**config.mk**
```make
export PLATFORM = sky130hd
export DESIGN_NAME = dcr_bank
export DESIGN_NICKNAME = d
export VERILOG_FILES = /design/src/rtl/dcr_pkg.sv /design/src/rtl/dcr_launch_fsm.sv /design/src/rtl/dcr_bank.sv
export SDC_FILE = /design/constraint.sdc
export NUM_CORES = 1
export LEC_CHECK = 0
export BUFFER_PORTS_ARGS = -buffer_cell sky130_fd_sc_hd__buf_2
export CORE_AREA = 2 2 80 82
export DETAILED_ROUTE_END_ITERATION = 8
export DIE_AREA = 0 0 82 84
export PLACE_DENSITY = 0.69
export SYNTH_ARGS = -nofsm -noshare
export SYNTH_HDL_FRONTEND = slang
export SYNTH_HIERARCHICAL = 1
export SYNTH_SLANG_ARGS = --single-unit
```
**constraint.sdc**
```tcl
create_clock -name clk -period 2.75 [get_ports clk]
set_clock_uncertainty 0.15 [all_clocks]
set_input_delay 0.1375 -clock clk [delete_from_list [all_inputs] [get_ports clk]]
set_output_delay 0.1375 -clock clk [all_outputs]
set_load 0.02 [all_outputs]
```
**src/rtl/dcr_pkg.sv**
```systemverilog
// Shared definitions for the device control register bank: register map,
// STATUS/CONTROL bit positions and launch FSM state encoding.
package dcr_pkg;

  localparam int unsigned DCR_THREAD_COUNT = 0;
  localparam int unsigned DCR_BLOCK_DIM    = 1;
  localparam int unsigned DCR_PROGRAM_BASE = 2;
  localparam int unsigned DCR_CONTROL      = 3;
  localparam int unsigned DCR_STATUS       = 4;
  localparam int unsigned DCR_CYCLES       = 5;

  localparam int unsigned CONTROL_LAUNCH = 0;

  localparam int unsigned STATUS_BUSY = 0;
  localparam int unsigned STATUS_DONE = 1;
  localparam int unsigned STATUS_ERR  = 2;

  typedef enum logic [1:0] {
    DCR_IDLE,
    DCR_LAUNCH,
    DCR_RUNNING
  } dcr_state_t;

endpackage

```
**src/rtl/dcr_launch_fsm.sv**
```systemverilog
// Kernel launch/completion sequencer: owns state, busy, kernel_start, done sticky
// and, when DCR_CYCLE_COUNTER_EN is defined, the saturating run-cycle counter.
module dcr_launch_fsm
  import dcr_pkg::*;
#(
  parameter int unsigned DATA_WIDTH = 8
) (
  input  logic                  clk,
  input  logic                  reset,
  input  logic                  launch_req,
  input  logic                  tc_zero,
  input  logic                  kernel_done,
  input  logic                  done_clr,
  output logic                  launch_c,
  output logic                  active_c,
  output logic                  kernel_start,
  output logic                  busy,
  output logic                  done,
  output logic [DATA_WIDTH-1:0] cycles
);

  dcr_state_t state, state_next;
  logic       kernel_start_c;

  always_ff @(posedge clk) begin
    if (reset) state <= DCR_IDLE;
    else       state <= state_next;
  end

  always_comb begin
    state_next = state;
    case (state)
      DCR_IDLE:    if (launch_req && !tc_zero) state_next = DCR_LAUNCH;
      DCR_LAUNCH:  state_next = DCR_RUNNING;
      DCR_RUNNING: if (kernel_done) state_next = DCR_IDLE;
      default:     state_next = DCR_IDLE;
    endcase
  end

  always_comb begin
    kernel_start_c = (state == DCR_LAUNCH);
    active_c       = (state != DCR_IDLE);
    launch_c       = (state == DCR_IDLE) && launch_req && !tc_zero;
  end

  // Completion sets done in preference to a same-cycle W1C so the event is not lost.
  always_ff @(posedge clk) begin
    if (reset) begin
      kernel_start <= 1'b0;
      busy         <= 1'b0;
      done         <= 1'b0;
    end else begin
      kernel_start <= kernel_start_c;
      busy         <= active_c;
      if (state == DCR_RUNNING && kernel_done) done <= 1'b1;
      else if (state == DCR_LAUNCH)            done <= 1'b0;
      else if (done_clr)                       done <= 1'b0;
    end
  end

`ifdef DCR_CYCLE_COUNTER_EN
  always_ff @(posedge clk) begin
    if (reset)                                        cycles <= '0;
    else if (state == DCR_LAUNCH)                     cycles <= '0;
    else if (state == DCR_RUNNING && cycles != '1)    cycles <= cycles + DATA_WIDTH'(1);
  end
`else
  assign cycles = '0;
`endif

endmodule

```
**src/rtl/dcr_bank.sv**
```systemverilog
// Device control register bank: host decode, config storage, read mux and launch snapshots.
// Optional cycle counter register enabled by DCR_CYCLE_COUNTER_EN.
module dcr_bank
  import dcr_pkg::*;
#(
  parameter int unsigned DATA_WIDTH = 8,
  parameter int unsigned NUM_REGS   = 8,
  parameter int unsigned PC_WIDTH   = 8,
  localparam int unsigned ADDR_WIDTH = $clog2(NUM_REGS)
) (
  input  logic                  clk,
  input  logic                  reset,
  input  logic                  dcr_we,
  input  logic                  dcr_re,
  input  logic [ADDR_WIDTH-1:0] dcr_addr,
  input  logic [DATA_WIDTH-1:0] dcr_wdata,
  output logic [DATA_WIDTH-1:0] dcr_rdata,
  output logic                  dcr_rvalid,
  output logic [DATA_WIDTH-1:0] thread_count,
  output logic [DATA_WIDTH-1:0] block_dim,
  output logic [PC_WIDTH-1:0]   program_base,
  output logic                  kernel_start,
  input  logic                  kernel_done,
  output logic                  busy
);

  logic [DATA_WIDTH-1:0] tc_r, bd_r, pb_r, cycles, rd_c;
  logic cfg_sel_c, lock_c, cfg_ok_c, launch_req_c, tc_zero_c, status_wr_c;
  logic done_clr_c, err_set_c, cyc_wr_c, launch_c, active_c, done, err;

  dcr_launch_fsm #(.DATA_WIDTH(DATA_WIDTH)) u_fsm (
    .clk          (clk),
    .reset        (reset),
    .launch_req   (launch_req_c),
    .tc_zero      (tc_zero_c),
    .kernel_done  (kernel_done),
    .done_clr     (done_clr_c),
    .launch_c     (launch_c),
    .active_c     (active_c),
    .kernel_start (kernel_start),
    .busy         (busy),
    .done         (done),
    .cycles       (cycles)
  );

`ifdef DCR_CYCLE_COUNTER_EN
  assign cyc_wr_c = dcr_we && (dcr_addr == ADDR_WIDTH'(DCR_CYCLES));
`else
  assign cyc_wr_c = 1'b0;
`endif

  // Config slots 0-3 are locked from launch until busy falls after completion.
  always_comb begin
    cfg_sel_c    = dcr_we && (dcr_addr <= ADDR_WIDTH'(DCR_CONTROL));
    lock_c       = busy || active_c;
    cfg_ok_c     = cfg_sel_c && !lock_c;
    launch_req_c = cfg_ok_c && (dcr_addr == ADDR_WIDTH'(DCR_CONTROL)) && dcr_wdata[CONTROL_LAUNCH];
    tc_zero_c    = (tc_r == '0);
    status_wr_c  = dcr_we && (dcr_addr == ADDR_WIDTH'(DCR_STATUS));
    done_clr_c   = status_wr_c && dcr_wdata[STATUS_DONE];
    err_set_c    = (cfg_sel_c && lock_c) || (launch_req_c && tc_zero_c) || cyc_wr_c;
  end

  always_ff @(posedge clk) begin
    if (reset) begin
      tc_r <= '0;
      bd_r <= '0;
      pb_r <= '0;
    end else if (cfg_ok_c) begin
      if (dcr_addr == ADDR_WIDTH'(DCR_THREAD_COUNT)) tc_r <= dcr_wdata;
      if (dcr_addr == ADDR_WIDTH'(DCR_BLOCK_DIM))    bd_r <= dcr_wdata;
      if (dcr_addr == ADDR_WIDTH'(DCR_PROGRAM_BASE)) pb_r <= dcr_wdata;
    end
  end

  always_ff @(posedge clk) begin
    if (reset) begin
      thread_count <= '0;
      block_dim    <= '0;
      program_base <= '0;
    end else if (launch_c) begin
      thread_count <= tc_r;
      block_dim    <= bd_r;
      program_base <= pb_r[PC_WIDTH-1:0];
    end
  end

  always_ff @(posedge clk) begin
    if (reset)                                    err <= 1'b0;
    else if (err_set_c)                           err <= 1'b1;
    else if (status_wr_c && dcr_wdata[STATUS_ERR]) err <= 1'b0;
  end

  always_comb begin
    rd_c = '0;
    case (dcr_addr)
      ADDR_WIDTH'(DCR_THREAD_COUNT): rd_c = tc_r;
      ADDR_WIDTH'(DCR_BLOCK_DIM):    rd_c = bd_r;
      ADDR_WIDTH'(DCR_PROGRAM_BASE): rd_c = pb_r;
      ADDR_WIDTH'(DCR_STATUS): begin
        rd_c[STATUS_BUSY] = busy;
        rd_c[STATUS_DONE] = done;
        rd_c[STATUS_ERR]  = err;
      end
      ADDR_WIDTH'(DCR_CYCLES):       rd_c = cycles;
      default:                       rd_c = '0;
    endcase
  end

  // Read samples pre-edge state, so a same-cycle write is not visible.
  always_ff @(posedge clk) begin
    if (reset) begin
      dcr_rdata  <= '0;
      dcr_rvalid <= 1'b0;
    end else begin
      dcr_rvalid <= dcr_re;
      if (dcr_re) dcr_rdata <= rd_c;
    end
  end

endmodule

```
==> flow_results.org <==
** Timing
- In the final timing run, aggregate negative setup slack is 0 ns.
- Maximum clock frequency :: 456 MHz
- The final max-slew violation count is 0.
- Final hold violation count :: 0
- Crit share post-route :: 79.7%
- Setup violations remaining at the end of the flow were counted as 0.
- Minimum hold slack :: 0.147 ns
- Subtracting the final worst setup slack from the clock period gives 2.19 ns.
- Setup repair after global routing left no endpoint under its margin.
- Setup slack on the critical path of the routed design comes to 0.558 ns.

** Power and ir drop
- Power per cell area :: 574 nW/um^2
- Peak VDD IR :: 0.000324 V
- In this run the static leakage power is 1.30 nW.

** Cells and area
- For this run, the post-layout net count is 371.
- Layout-stage area growth over the synthesis result :: 22.1%
- The layout has 572 filler cells.
- Antenna cell count :: 0
- Fraction of final layout cells sized beyond drive strength 1 :: 21.7%
- Combined flip-flop and latch cell area :: 1260 sq um
- Multi-input gate area :: 1260 sq um

** Floorplanning
- The core region is 6100 sq um.
- Die Y :: 84 um
- In this run the count of I/O pins placed on the die edge is 51.
- Row cnt :: 29
- Die outline area :: 6890 sq um
- Horiz. Die Dim :: 82 um
- The initial utilization of the core area, before any placement, comes to 43.7%.

** Yosys
- The cell count after synthesis came out at 295.
- In the synthesized netlist the dominant register cell turns out to be dfxtp_1.
- Synth area leaders :: dfxtp_1 (47%), mux2i_1 (12%), a21oi_1 (6.0%), nor2_1 (5.5%), nand3_1 (4.7%)
- Proportion of synthesized chip area in sequential cells :: 47.4%
- After synthesis, the share of flip-flops with an asynchronous set or reset is 0%.
- Counting flops with a built-in enable in the synthesized netlist gives 0.
- Number of flip-flops and latches in the synthesized netlist :: 63
- After synthesis, the largest area contributor takes up 47.4% of total cell area.
- Cell area after technology mapping :: 2660 sq um
- The number of different library cells used by synthesis comes to 34.
- After synthesis, the mean cell area works out to 9.02 sq um.
- Library cell with the largest summed area after synthesis :: dfxtp_1
- Yosys warning total :: 6

** Setup path
- Setup crit start kind :: flop
- Worst Path Max Fanout :: 25
- Worst stage delay on the critical path :: 0.36 ns
- Number of cells on the critical path :: 8
- Worst path arrival time :: 2.25 ns
- Data on the critical path is required at its endpoint by 2.81 ns.
- Worst Setup Path Type :: flop to flop
- Tracing the worst setup path back leads to its startpoint at u_fsm/state[1].
- The worst register-to-register path has a depth of 8.
- The critical path ends at thread_count[2].
- The cell family contributing the most delay on the critical path is simple AND/OR/NAND/NOR gates.
- Worst reg2reg endpoint :: thread_count[2]
- The signal on the critical path passes through nor2_1, inv_1, nor4b_4, and4_4, nor4b_4, buf_12, mux2i_1, nor2_1.
- Counting both buffers and inverters, the worst setup path holds a total of 2.
- Endpoint type of the worst setup path :: flop
- Worst flop-to-flop path startpoint :: u_fsm/state[1]
- Master of the slowest instance on the critical path :: dfxtp_1
- Reg2Reg Setup Slack :: 0.56 ns

** Routing
- In the routed layout, each cell is associated on average with a via count of 5.16.
- The routed design has 6160 um of wire.
- DRC errors left :: 0
- Total vias in the final route :: 2256
- Post-DRT Antenna Nets :: 0
- Iteration count of the initial detailed-routing pass :: 4
- The detailed router finished its first iteration with 162 violations.
- Dividing the detail-routed wire length by the instance count gives 14.1 um.

** CTS
- Buffer count from post-CTS setup fixing :: 0
- CTS placed an instance of clkbuf_8 at the clock tree root.
- Resized cells post-CTS :: 0
- TritonCTS built the clock tree.
- H-tree levels :: 3
- The tree built by TritonCTS fans out to 63 sinks.
- CTS clk-pin slew, worst paths :: 0.07 ns
- Clock latency on the worst-skew pair, taken at its later pin, is 0.34 ns.
- TritonCTS created 9 clock buffers.
- Counting along the longest clock path gives a buffer depth of 2.

** Global routing
- Wire length of the first global-routing pass :: 10200 um
- Residual overflow from global routing :: 0
- The via count of the first global-routing pass came to 2120.
- Entering global routing, the biggest net connects 49 pins.
- The initial antenna violation count came to 0.
- Global routing consumed, over all layers together, 19.3% of the routing resources.

** Placed design
- Placement-stage worst setup slack :: 0.584 ns
- Detail Placement HPWL :: 4080 um
- Port buffering added 50 buffers.
- Routability-driven placement finished with a final weighted congestion of 0.761.

** Min path
- Classification of the worst-slack hold path :: input pin to flop

** Run
- Across the run, the number of max-cap violations was 0.

** Run status
- Status :: completed
[sequential cells by signal, indices dropped and copies added, names as in the netlist]
| register | count |
|---|---|
| dcr_rvalid | 1 |
| pb_r | 8 |
| u_fsm/done | 1 |
| u_fsm/busy | 1 |
| program_base | 8 |
| tc_r | 8 |
| u_fsm/kernel_start | 1 |
| err | 1 |
| thread_count | 8 |
| bd_r | 8 |
| block_dim | 8 |
| u_fsm/state | 2 |
| dcr_rdata | 8 |
[worst min path at each step]
stage	from	to	cells after the start
3_5_place_dp	dcr_wdata[4]	tc_r[4]	3
3_3_place_gp	kernel_done	u_fsm/state[1]	4
5_1_grt	dcr_addr[2]	dcr_rdata[1]	3
2_1_floorplan	reset	u_fsm/done	1
4_1_cts	dcr_addr[2]	dcr_rdata[1]	3
6_report	dcr_addr[2]	dcr_rdata[1]	3
[power by group]
group	internal (mW)	switching [mW]	leakage (nW)
Combinational	0.0549	0.0835	0.696
Sequential	0.925	0.00940	0.509
Clock	0.443	0.350	0.0936
[worst reg2reg max path: stages (launching register included)]
cell	delay [ns]
dfxtp_1	0.36
nor2_1	0.18
inv_1	0.10
nor4b_4	0.23
and4_4	0.27
nor4b_4	0.25
buf_12	0.25
mux2i_1	0.23
nor2_1	0.05
[synthesized netlist by cell type, types with 2 or more instances]
cell and n:
a211oi_1 2, dfxtp_1 63, buf_4 8, a2bb2oi_1 4, a21oi_1 32, a22oi_1 5
nand2_1 30, nor2_1 39, or4_1 2, clkbuf_1 9, buf_6 4, inv_1 2
nand2b_1 3, nor2b_1 6, mux2_2 3, buf_2 5, o21ai_0 7, mux2i_1 31
nand3_1 25
[kinds of logic (layout without fill, tap and decap cells)]
logic type             count (synthesis)  count (layout)  share of synthesized area (%)
AO/OA/AOI/OAI                         53              53                           11.8
buffers and inverters                 28              86                           6.44
flip-flops                            63              63                           47.4
multiplexers                          34              34                           12.9
other                                  1               8                          0.141
AND/OR/NAND/NOR                      116             116                           21.3
[layout make-up]
class / instances / share of cell area, %
multi-input cells: 211 / 38.9
flip-flops and latches: 63 / 38.8
repair buffers: 68 / 13.2
clock buffers: 13 / 4.58
well taps: 77 / 2.97
clock inverters: 3 / 1.31
inverters: 2 / 0.231
[timing repair]
| item | in CTS | in global routing |
|---|---|---|
| hold buffers | 12 | 0 |
| endpoints found under the hold margin | 35 | 0 |
| setup endpoints to repair | 0 | 0 |
[per-layer routing]
layer  up-vias  routed length (um)  track usage [%]
li1       1129                   -                -
met1      1040                2900             26.5
met2        72                2840             28.8
met3        15                 316             5.30
met4         0                 105             7.27
met5         -                   0                0
[cells in the final DEF (no fill, tap or decap), types with 4 or more instances in the layout]
cell | synthesis | final
a21oi_1 | 32 | 32
a22oi_1 | 5 | 5
a2bb2oi_1 | 4 | 4
buf_2 | 5 | 50
buf_4 | 8 | 5
clkbuf_8 | 0 | 10
conb_1 | 1 | 8
dfxtp_1 | 63 | 63
dlygate4sd3_1 | 0 | 12
mux2i_1 | 31 | 31
nand2_1 | 30 | 30
nand3_1 | 25 | 25
nor2_1 | 39 | 39
nor2b_1 | 6 | 6
o21ai_0 | 7 | 7
[per-stage QoR]
step	std cells	utilization (%)	power [mW]	area (sq um)
after detailed placement	409	48.2	1.08	2940
after floorplan	302	-	1.05	2690
after CTS	437	53.3	1.88	3250
after global placement	409	48.2	1.08	2940
after global routing	437	53.3	1.94	3250
final	437	53.3	1.87	3250
No activity file was read; power rests on OpenSTA's default activity.
